`src/rtl/variable_pkg.sv`:
```
// Shared definitions for the artillery game blocks.
// Player codes and the speed calculator state encoding.
package variable_pkg;

    localparam logic [1:0] PLAYER_1 = 2'b01;
    localparam logic [1:0] PLAYER_2 = 2'b10;

    typedef enum logic [1:0] {
        IDLE,
        CALC,
        FLIGHT
    } speed_state_t;

endpackage

```
`src/rtl/speed_calc_if.sv`:
```
// Launch/speed bundle between turn control, speed_calc and the
// trajectory generator.
interface speed_calc_if #(
    parameter int PW = 5,
    parameter int WW = 2
);
    logic          launch;
    logic          launch_ready;
    logic [1:0]    current_player;
    logic          turn;
    logic [PW-1:0] in_power;
    logic [PW-1:0] power;
    logic [WW:0]   wind;
    logic          frame_tick;
    logic          hit;
    logic [PW-1:0] speed;
    logic          speed_valid;
    logic          saturated;
    logic          busy;

    modport master (
        output launch, current_player, turn,
        output in_power, power, wind,
        output frame_tick, hit,
        input  launch_ready, speed, speed_valid,
        input  saturated, busy
    );

    modport slave (
        input  launch, current_player, turn,
        input  in_power, power, wind,
        input  frame_tick, hit,
        output launch_ready, speed, speed_valid,
        output saturated, busy
    );
endinterface

```
`src/rtl/wind_apply.sv`:
```
// Combinational launch speed: power source select, signed wind
// add/subtract and clamp into [SPEED_MIN, SPEED_MAX].
module wind_apply
    import variable_pkg::*;
#(
    parameter int PW        = 5,
    parameter int WW        = 2,
    parameter int SPEED_MIN = 1,
    parameter int SPEED_MAX = 31
) (
    input  logic [1:0]    player,
    input  logic          turn,
    input  logic [PW-1:0] in_power,
    input  logic [PW-1:0] power,
    input  logic [WW:0]   wind,
    output logic [PW-1:0] result,
    output logic          saturated
);
    localparam int XW = PW + 2;
    localparam logic signed [XW-1:0] LO = XW'(SPEED_MIN);
    localparam logic signed [XW-1:0] HI = XW'(SPEED_MAX);

    logic                 use_local;
    logic                 add;
    logic [PW-1:0]        src;
    logic signed [XW-1:0] src_x;
    logic signed [XW-1:0] mag_x;
    logic signed [XW-1:0] raw;
    logic signed [XW-1:0] clamped;
    logic                 unused_hi;

    // Select shooter power, apply wind, clamp to the speed window
    always_comb begin
        use_local = (player == PLAYER_1) ~^ (turn == 1'b0);
        src       = use_local ? in_power : power;
        add       = wind[WW] ^ turn;
        src_x     = signed'({2'b00, src});
        mag_x     = signed'({{(XW-WW){1'b0}}, wind[WW-1:0]});
        raw       = add ? (src_x + mag_x) : (src_x - mag_x);
        clamped   = raw;
        saturated = 1'b0;
        if (raw < LO) begin
            clamped   = LO;
            saturated = 1'b1;
        end else if (raw > HI) begin
            clamped   = HI;
            saturated = 1'b1;
        end
        result = clamped[PW-1:0];
    end

    assign unused_hi = ^clamped[XW-1:PW];

endmodule

```
`src/rtl/speed_calc.sv`:
```
// Per-shot speed setter: latches a launch, computes the wind-adjusted
// speed and holds it (with frame-tick drag) until the projectile hits.
module speed_calc
    import variable_pkg::*;
#(
    parameter int PW          = 5,
    parameter int WW          = 2,
    parameter int SPEED_MIN   = 1,
    parameter int SPEED_MAX   = 31,
    parameter int DRAG_PERIOD = 8
) (
    input  logic        clk60MHz,
    input  logic        rst_n,
    speed_calc_if.slave bus
);
    localparam int CW = (DRAG_PERIOD > 1) ? $clog2(DRAG_PERIOD) : 1;
    localparam bit DRAG_ON = (DRAG_PERIOD != 0);
    localparam logic [CW-1:0] DRAG_LAST = CW'(DRAG_PERIOD - 1);
    localparam logic [PW-1:0] SMIN = PW'(SPEED_MIN);

    speed_state_t  state_q;
    speed_state_t  state_d;
    logic          accept;
    logic          player_ok;

    logic [1:0]    player_l;
    logic          turn_l;
    logic [PW-1:0] in_power_l;
    logic [PW-1:0] power_l;
    logic [WW:0]   wind_l;

    logic [PW-1:0] calc_speed;
    logic          calc_sat;
    logic [PW-1:0] speed_q;
    logic          valid_q;
    logic          sat_q;
    logic [CW-1:0] drag_cnt;

    assign player_ok = (bus.current_player == PLAYER_1) ||
                       (bus.current_player == PLAYER_2);
    assign accept    = bus.launch && player_ok && (state_q == IDLE);

    // State register
    always_ff @(posedge clk60MHz or negedge rst_n) begin
        if (!rst_n) state_q <= IDLE;
        else        state_q <= state_d;
    end

    // Next-state: launch, one compute cycle, flight until hit
    always_comb begin
        state_d = state_q;
        unique case (state_q)
            IDLE:    if (accept) state_d = CALC;
            CALC:    state_d = FLIGHT;
            FLIGHT:  if (bus.hit) state_d = IDLE;
            default: state_d = IDLE;
        endcase
    end

    // Capture shot inputs when the launch is accepted
    always_ff @(posedge clk60MHz or negedge rst_n) begin
        if (!rst_n) begin
            player_l   <= '0;
            turn_l     <= 1'b0;
            in_power_l <= '0;
            power_l    <= '0;
            wind_l     <= '0;
        end else if (accept) begin
            player_l   <= bus.current_player;
            turn_l     <= bus.turn;
            in_power_l <= bus.in_power;
            power_l    <= bus.power;
            wind_l     <= bus.wind;
        end
    end

    wind_apply #(
        .PW        (PW),
        .WW        (WW),
        .SPEED_MIN (SPEED_MIN),
        .SPEED_MAX (SPEED_MAX)
    ) u_wind (
        .player    (player_l),
        .turn      (turn_l),
        .in_power  (in_power_l),
        .power     (power_l),
        .wind      (wind_l),
        .result    (calc_speed),
        .saturated (calc_sat)
    );

    // Speed register: load after CALC, drag in flight, hit ends flight
    always_ff @(posedge clk60MHz or negedge rst_n) begin
        if (!rst_n) begin
            speed_q  <= '0;
            valid_q  <= 1'b0;
            sat_q    <= 1'b0;
            drag_cnt <= '0;
        end else if (state_q == CALC) begin
            speed_q  <= calc_speed;
            sat_q    <= calc_sat;
            valid_q  <= 1'b1;
            drag_cnt <= '0;
        end else if (state_q == FLIGHT) begin
            if (bus.hit) begin
                valid_q  <= 1'b0;
                drag_cnt <= '0;
            end else if (bus.frame_tick && DRAG_ON) begin
                if (drag_cnt == DRAG_LAST) begin
                    drag_cnt <= '0;
                    if (speed_q > SMIN) speed_q <= speed_q - PW'(1);
                end else begin
                    drag_cnt <= drag_cnt + CW'(1);
                end
            end
        end
    end

    assign bus.launch_ready = (state_q == IDLE);
    assign bus.busy         = (state_q != IDLE);
    assign bus.speed        = speed_q;
    assign bus.speed_valid  = valid_q;
    assign bus.saturated    = sat_q;

endmodule

```
`src/flat_wrapper.sv`:
```
// flat-port wrapper written by rule: the top's interface ports become plain ports
module speed_calc_flat import variable_pkg::*;
#(
    parameter int PW          = 5,
    parameter int WW          = 2,
    parameter int SPEED_MIN   = 1,
    parameter int SPEED_MAX   = 31,
    parameter int DRAG_PERIOD = 8
)
  (clk60MHz, rst_n, bus_launch, bus_current_player, bus_turn, bus_in_power, bus_power, bus_wind, bus_frame_tick, bus_hit, bus_launch_ready, bus_speed, bus_speed_valid, bus_saturated, bus_busy);
  speed_calc_if #(.PW(PW), .WW(WW)) bus_i ();
  input  logic clk60MHz;
  input  logic rst_n;
  input wire logic [$bits(bus_i.launch)-1:0] bus_launch;
  input wire logic [$bits(bus_i.current_player)-1:0] bus_current_player;
  input wire logic [$bits(bus_i.turn)-1:0] bus_turn;
  input wire logic [$bits(bus_i.in_power)-1:0] bus_in_power;
  input wire logic [$bits(bus_i.power)-1:0] bus_power;
  input wire logic [$bits(bus_i.wind)-1:0] bus_wind;
  input wire logic [$bits(bus_i.frame_tick)-1:0] bus_frame_tick;
  input wire logic [$bits(bus_i.hit)-1:0] bus_hit;
  output wire logic [$bits(bus_i.launch_ready)-1:0] bus_launch_ready;
  output wire logic [$bits(bus_i.speed)-1:0] bus_speed;
  output wire logic [$bits(bus_i.speed_valid)-1:0] bus_speed_valid;
  output wire logic [$bits(bus_i.saturated)-1:0] bus_saturated;
  output wire logic [$bits(bus_i.busy)-1:0] bus_busy;
  assign bus_i.launch = bus_launch;
  assign bus_i.current_player = bus_current_player;
  assign bus_i.turn = bus_turn;
  assign bus_i.in_power = bus_in_power;
  assign bus_i.power = bus_power;
  assign bus_i.wind = bus_wind;
  assign bus_i.frame_tick = bus_frame_tick;
  assign bus_i.hit = bus_hit;
  assign bus_launch_ready = bus_i.launch_ready;
  assign bus_speed = bus_i.speed;
  assign bus_speed_valid = bus_i.speed_valid;
  assign bus_saturated = bus_i.saturated;
  assign bus_busy = bus_i.busy;
  speed_calc #(.PW(PW), .WW(WW), .SPEED_MIN(SPEED_MIN), .SPEED_MAX(SPEED_MAX), .DRAG_PERIOD(DRAG_PERIOD)) u_core (.clk60MHz(clk60MHz), .rst_n(rst_n), .bus(bus_i));
endmodule
```
`config.mk`:
```
export PLATFORM = sky130hd
export DESIGN_NAME = speed_calc_flat
export DESIGN_NICKNAME = d
export VERILOG_FILES = /design/src/rtl/variable_pkg.sv /design/src/rtl/speed_calc_if.sv /design/src/rtl/wind_apply.sv /design/src/rtl/speed_calc.sv /design/src/flat_wrapper.sv
export SDC_FILE = /design/constraint.sdc
export NUM_CORES = 1
export LEC_CHECK = 0
export BUFFER_PORTS_ARGS = -buffer_cell sky130_fd_sc_hd__buf_2
export CORE_ASPECT_RATIO = 0.5
export CORE_UTILIZATION = 35
export DETAILED_ROUTE_END_ITERATION = 10
export HOLD_SLACK_MARGIN = 0.06
export PLACE_DENSITY = 0.54
export SLEW_MARGIN = 10
export SYNTH_ARGS = -nofsm -noshare
export SYNTH_HDL_FRONTEND = slang
export SYNTH_SLANG_ARGS = --single-unit
```
`constraint.sdc`:
```
create_clock -name clk60MHz -period 3.1 [get_ports clk60MHz]
set_input_delay 0.155 -clock clk60MHz [delete_from_list [all_inputs] [get_ports clk60MHz]]
set_output_delay 0.155 -clock clk60MHz [all_outputs]
set_load 0.1 [all_outputs]
```
### Word-level counts from Yosys, hierarchy flattened

Cells that the tools add are included.

| storage, ports and cells | value |
|---|---|
| bits of input ports | 21 |
| logic and storage cells | 67 |
| register bits after elaboration | 28 |
| output and inout port bits | 9 |

| operators by class | value |
|---|---|
| reductions and logical operators | 15 |
| muxes and demuxes | 23 |
| $add $sub $neg | 4 |
| bitwise gates (word level) | 3 |
| magnitude comparators | 3 |
| equal/unequal tests | 9 |

Operators by type and width:

| kind | count |
|---|---|
| $mux W5 | 9 |
| $mux W3 | 5 |
| $reduce_bool A2 Y1 | 6 |
| $gt A7 B6 Y1 const B | 1 |
| $lt A7 B2 Y1 const B | 1 |
| $mux W7 | 1 |
| $add A5 B2 Y6 | 1 |
| $eq A2 B1 Y1 const B | 3 |
| $pmux W2 S3 | 1 |
| $reduce_and A2 Y1 | 3 |
| $sub A5 B2 Y6 | 1 |
| $gt A5 B1 Y1 const B | 1 |
| $mux W1 | 5 |
| $reduce_and A5 Y1 | 1 |
| $sub A5 B1 Y5 const B | 1 |
| $eq A2 B2 Y1 const B | 2 |
| $mux W2 | 2 |
| $ne A2 B1 Y1 const B | 2 |
| $add A3 B1 Y3 const B | 1 |
| $eq A3 B3 Y1 const B | 1 |
| $reduce_bool A3 Y1 | 1 |
| $logic_and A1 B1 Y1 | 2 |
| $logic_not A2 Y1 | 1 |
| $ne A2 B2 Y1 const B | 1 |
| 4 further kinds | 4 |

### Longest topological paths before layout

| logic depth | value |
|---|---|
| depth in word-level cells | 9 |
| mapped depth | 13 |

### By module

Synthesis repeated with hierarchy kept, for this count alone.

| unflattened totals | value |
|---|---|
| cell total of the unflattened synthesis | 176 |
| area, all modules | 1,959.4 um^2 |

Modules (own cells, without submodules):

| module | cells each | instances | seq. area each (um^2) | area each (um^2) |
|---|---|---|---|---|
| speed_calc | 108 | 1 | 700.7 | 1,393.8 |
| wind_apply | 68 | 1 | 0.0 | 565.5 |

### Worst setup path after synthesis

OpenSTA, ideal clock, no wires.

| timing | value |
|---|---|
| path kind | flip-flop to flip-flop |
| start | register u_core.turn_l |
| end | register u_core.speed_q[0] (netlist: u_core.bus.speed[0]) |
| setup slack | 0.262 ns |
| period minus slack after synthesis | 2.838 ns |
| arrival time | 2.756 ns |
| cell stages (with the launch flop) | 12 |
| data required time | 3.018 ns |
| cell sequence | dfrtp_1 xnor2_4 mux2_2 inv_1 ha_1 fa_1 nor3b_1 mux2i_1 xnor2_1 mux2i_1 or4b_1 a31oi_1 |

| on the way | value |
|---|---|
| cells in the longest elaborated chain, start to end | 9 |
| elaborated cells between the ends (all ways) | 12 |
| classes of those cells | 2 x add/sub; 2 x order compare; 5 x mux; 3 x bitwise |

RTL lines:

| what | RTL line | RTL |
|---|---|---|
| start, declared | speed_calc.sv:27 | `logic turn_l;` |
| start signal, assigned | speed_calc.sv:70 | `turn_l <= bus.turn;` |
| $not A1 Y1 | wind_apply.sv:34 | `use_local = (player == PLAYER_1) ~^ (turn == 1'b0);` |
| $xnor A1 B1 Y1 | wind_apply.sv:34 |  |
| $mux W5 | wind_apply.sv:35 | `src = use_local ? in_power : power;` |
| $sub A5 B2 Y6 or $add A5 B2 Y6 (tied branches) | wind_apply.sv:39 | `raw = add ? (src_x + mag_x) : (src_x - mag_x);` |
| $mux W7 (*) | wind_apply.sv:39 |  |
| $gt A7 B6 Y1 | wind_apply.sv:45 | `end else if (raw > HI) begin` |
| $mux W5 | wind_apply.sv:45 |  |
| $mux W5 (*) | wind_apply.sv:42 | `if (raw < LO) begin` |
| $mux W5 (*) | speed_calc.sv:99 | `end else if (state_q == CALC) begin` |
| end signal, assigned | speed_calc.sv:100 | `speed_q <= calc_speed;` |
| end signal, assigned | speed_calc.sv:111 | `if (speed_q > SMIN) speed_q <= speed_q - PW'(1);` |
| end, declared | speed_calc.sv:34 | `logic [PW-1:0] speed_q;` |

Mark *: on every way between the ends. The rest lies on a longest branch, timed or not.
A chain may end at the register's enable or synchronous reset.

### Worst setup path after layout

| timing | value |
|---|---|
| start | register u_core.player_l[1] |
| end | register u_core.speed_q[0] (netlist: u_core.bus.speed[0]) |

| on the way | value |
|---|---|
| cells in the longest elaborated chain, start to end | 9 |
| elaborated cells between the ends (all ways) | 11 |
| classes of those cells | 2 x add/sub; 2 x order compare; 1 x eq/ne; 5 x mux; 1 x bitwise |

RTL lines:

| what | RTL line | RTL |
|---|---|---|
| start, declared | speed_calc.sv:26 | `logic [1:0] player_l;` |
| start signal, assigned | speed_calc.sv:69 | `player_l <= bus.current_player;` |
| $eq A2 B1 Y1 (*) | wind_apply.sv:34 |  |
| $xnor A1 B1 Y1 (*) | wind_apply.sv:34 |  |
| $mux W5 (*) | wind_apply.sv:35 |  |
| $sub A5 B2 Y6 or $add A5 B2 Y6 (tied branches) | wind_apply.sv:39 |  |
| $mux W7 (*) | wind_apply.sv:39 |  |
| $gt A7 B6 Y1 | wind_apply.sv:45 |  |
| $mux W5 | wind_apply.sv:45 |  |
| $mux W5 (*) | wind_apply.sv:42 |  |
| $mux W5 (*) | speed_calc.sv:99 |  |

Marked as above.

==> metrics.md <==
| Metric | Value |
|---|---|
| Status | `complete, no violations` |
| CTS clk-pin slew, worst paths | `around 0.10 ns` |
| Endpoints failing setup | `0` |
| Slew headroom | `0.465` |
| Htree depth | `1` |
| DP Wirelength | `about 2700 um` |
| Cell chain of the critical path | `nor2b_4, xnor2_4, mux2_2, inv_1, ha_1, fa_2, nor3b_1, mux2i_1, xnor2_1, mux2i_1, or4b_1, a31oi_1` |
| Fin crit period | `2.92 ns` |
| Vias | `~1300` |
| Clk root buf | `clkbuf_8` |
| Most numerous cell in the Yosys netlist | `dfrtp_1` |
| Fraction of layout cells with a size suffix above 1 | `0.287` |
| Vias in the first global route | `~1300` |
| Drt first pass iters | `4` |
| Vias per inst | `~5` |
| Slowest stage delay, CP | `0.48 ns` |
| Initial antenna violation count | `0` |
| Register area share after synthesis | `0.391` |
| RSZ-0062 raised after global routing | `false` |
| Post-synthesis cell area | `1790 um2` |
| Maxcap violations | `0` |
| Hold Slack | `0.0847 ns` |
| NumNets Final | `238` |
| Post-place setup slack | `0.204 ns` |
| Post-synthesis instance total | `169` |
| CTS Sinks | `28` |
| Initial drt markers | `27` |
| Core area | `4660 um2` |
| Crit path kind | `reg2reg` |
| First-pass GRT wire length | `6000 um` |
| Setup Skew | `0.00499 ns` |
| Top cells by area, synth | `dfrtp_1 39%, mux2_2 11%, ha_1 8.4%, mux2i_1 4.5%, inv_1 2.9%` |
| Placed Area | `around 2000 um2` |
| Fin area | `2090 um2` |
| Area added between synthesis and finish | `16.9%` |
| Leading area contributor after synthesis | `dfrtp_1` |
| Worst Setup End Kind | `flip-flop` |
| Syn Area/Cell | `between 10 and 15 um2` |
| Max-slew violation count | `0` |
| Ports | `30` |
| Post-CTS Setup Inserts | `0` |
| Pin count of the biggest net entering global routing | `29` |
| Final worst slack | `between 0.15 and 0.2 ns` |
| Skew-Pair Late Insertion Delay | `0.28 ns` |
| Fin crit share | `0.941` |
| Top_reg_cell synth | `dfrtp_1` |
| DR WL/cell | `between 10 and 15 um` |
| Worst Hold Class | `in2reg` |
| Startpoint Class | `flip-flop` |
| Die X | `103 um` |
| IO buf count | `29` |
| DRC violations left | `0` |
| Overall Global Routing Usage | `0.149` |
| CTS Buf Count | `3` |
| Distinct cells, synth | `40` |
| FMAX | `about 340 MHz` |
| CTS max path bufs | `2` |
| Die Ht | `52.6 um` |
| Synth cell count leaders | `28 x dfrtp_1, 17 x mux2_2, 14 x inv_1, 12 x ha_1` |
| Antenna cells | `0` |
| Routed Antenna Nets | `0` |
| # rows | `17` |
| Actual slew at the worst max-slew pin | `~0.80 ns` |
| Post-synth EDFFs | `0` |
| Async set-or-reset flop fraction in the synthesized netlist | `1.00` |
| Routed WL | `~3600 um` |
| Crit path DAT | `3.12 ns` |
| Critical-path top delay cell | `or4b_1` |
| CP dominant cell by count | `mux2i_1` |
| GPL Wtd Cong | `around 0.77` |
| Crit-path max FO | `4` |
| CP Data Required Time | `3.30 ns` |
| Die ar. | `5420 um2` |
| Synth top area share | `0.391` |
| YS warnings | `0` |
| Final hold viol count | `0` |
| CTS tree | `built` |
| Total grt overflow | `0` |
| Initial Util | `0.384` |
| Setup TNS | `0 ns` |
| Mapped Nets | `between 200 and 250` |
| Yosys reg bits | `28` |
==> worst paths after layout <==
path,startpoint,endpoint,slack [ns],cells past startpoint
max,u_core.player_l[1]$_DFFE_PN0P_,u_core.bus.speed[0]$_DFFE_PN0P_,0.18,12
min,bus_current_player[1],u_core.player_l[0]$_DFFE_PN0P_,0.08,2
max reg2reg,u_core.player_l[1]$_DFFE_PN0P_,u_core.bus.speed[0]$_DFFE_PN0P_,0.18,12
min reg2reg,u_core.bus.speed_valid$_DFFE_PN0P_,u_core.bus.speed_valid$_DFFE_PN0P_,0.50,1
max in group asynchronous,rst_n,u_core.drag_cnt[1]$_DFFE_PN0P_,2.23,2
min in group asynchronous,rst_n,u_core.power_l[4]$_DFFE_PN0P_,0.44,2
==> layout make-up <==
type	instances	area [um2]
clock buffer	4	55.1
inverter	14	52.6
tap	66	82.6
multi-input combinational	124	1030
timing repair buffer	32	170
fill	449	2560
sequential	28	701
==> metal layers <==
| layer | wire, um | track usage | vias to the layer above | part of all wire |
|---|---|---|---|---|
| met5 | 0 | 0 | - | 0 |
| met4 | 47 | 0.0423 | 0 | 0.013 |
| met3 | 142 | 0.0387 | 4 | 0.040 |
| met2 | 1520 | 0.223 | 27 | 0.43 |
| met1 | 1860 | 0.210 | 620 | 0.52 |
| li1 | - | - | 663 | - |
==> layout by cell type, fill, tap and decap left out, drive strengths merged, types with 2 or more instances in the layout <==
cell     n
nor2    11
a21oi    7
dfrtp   28
xor2     2
mux2    17
ha      12
and3b    2
nor3b    2
or3      2
buf     31
nor3     8
o21ai    9
o211ai   3
clkbuf   4
xnor2    7
nor2b    2
inv     14
nand2   11
mux2i    9
fa       2
a22o     3
==> registers in the layout, indices dropped and copies added (netlist names) <==
signal                  flops
u_core.player_l             2
u_core.bus.speed_valid      1
u_core.in_power_l           5
u_core.power_l              5
u_core.state_q              2
u_core.bus.speed            5
u_core.drag_cnt             3
u_core.turn_l               1
u_core.wind_l               3
u_core.bus.saturated        1
==> what timing repair did <==
item / in CTS / in global routing
gates resized for setup: 0 / 2
hold buffers: 1 / 0
hold endpoints to repair: 28 / 0
endpoints found under the setup margin: 0 / 1
==> critical path: cells and delay by family, from the launching register on <==
kind                       cells  cell delay (ns)
buffers and inverters          1             0.06
and+or+nand+nor                3             0.84
xor gates and xnor gates       2             0.29
muxes                          3             0.68
AOI/OAI and AO/OA              1             0.15
DFF                            1             0.41
adders and majority gates      2             0.42
==> stage by stage <==
stage | cells | utilization
2_1_floorplan | 169 | -
3_3_place_gp | 263 | 0.434
3_5_place_dp | 263 | 0.434
4_1_cts | 268 | 0.448
5_1_grt | 268 | 0.449
6_report | 268 | 0.449
==> kinds of logic (layout without fill, tap and decap cells) <==
kind of cell             after synthesis  count (layout)  synth area share
AND/OR/NAND/NOR                       44              44             0.131
AO/OA/AOI/OAI                         31              31             0.113
flip-flops                            28              28             0.391
multiplexers                          26              26             0.164
buffers and inverters                 17              50            0.0363
adder cells (fa/ha/maj)               14              14             0.106
XOR/XNOR                               9               9            0.0587
Power is left out: the tool's default activity adds up to more than one toggle a clock period on the data nets, which glitch-free logic cannot reach.
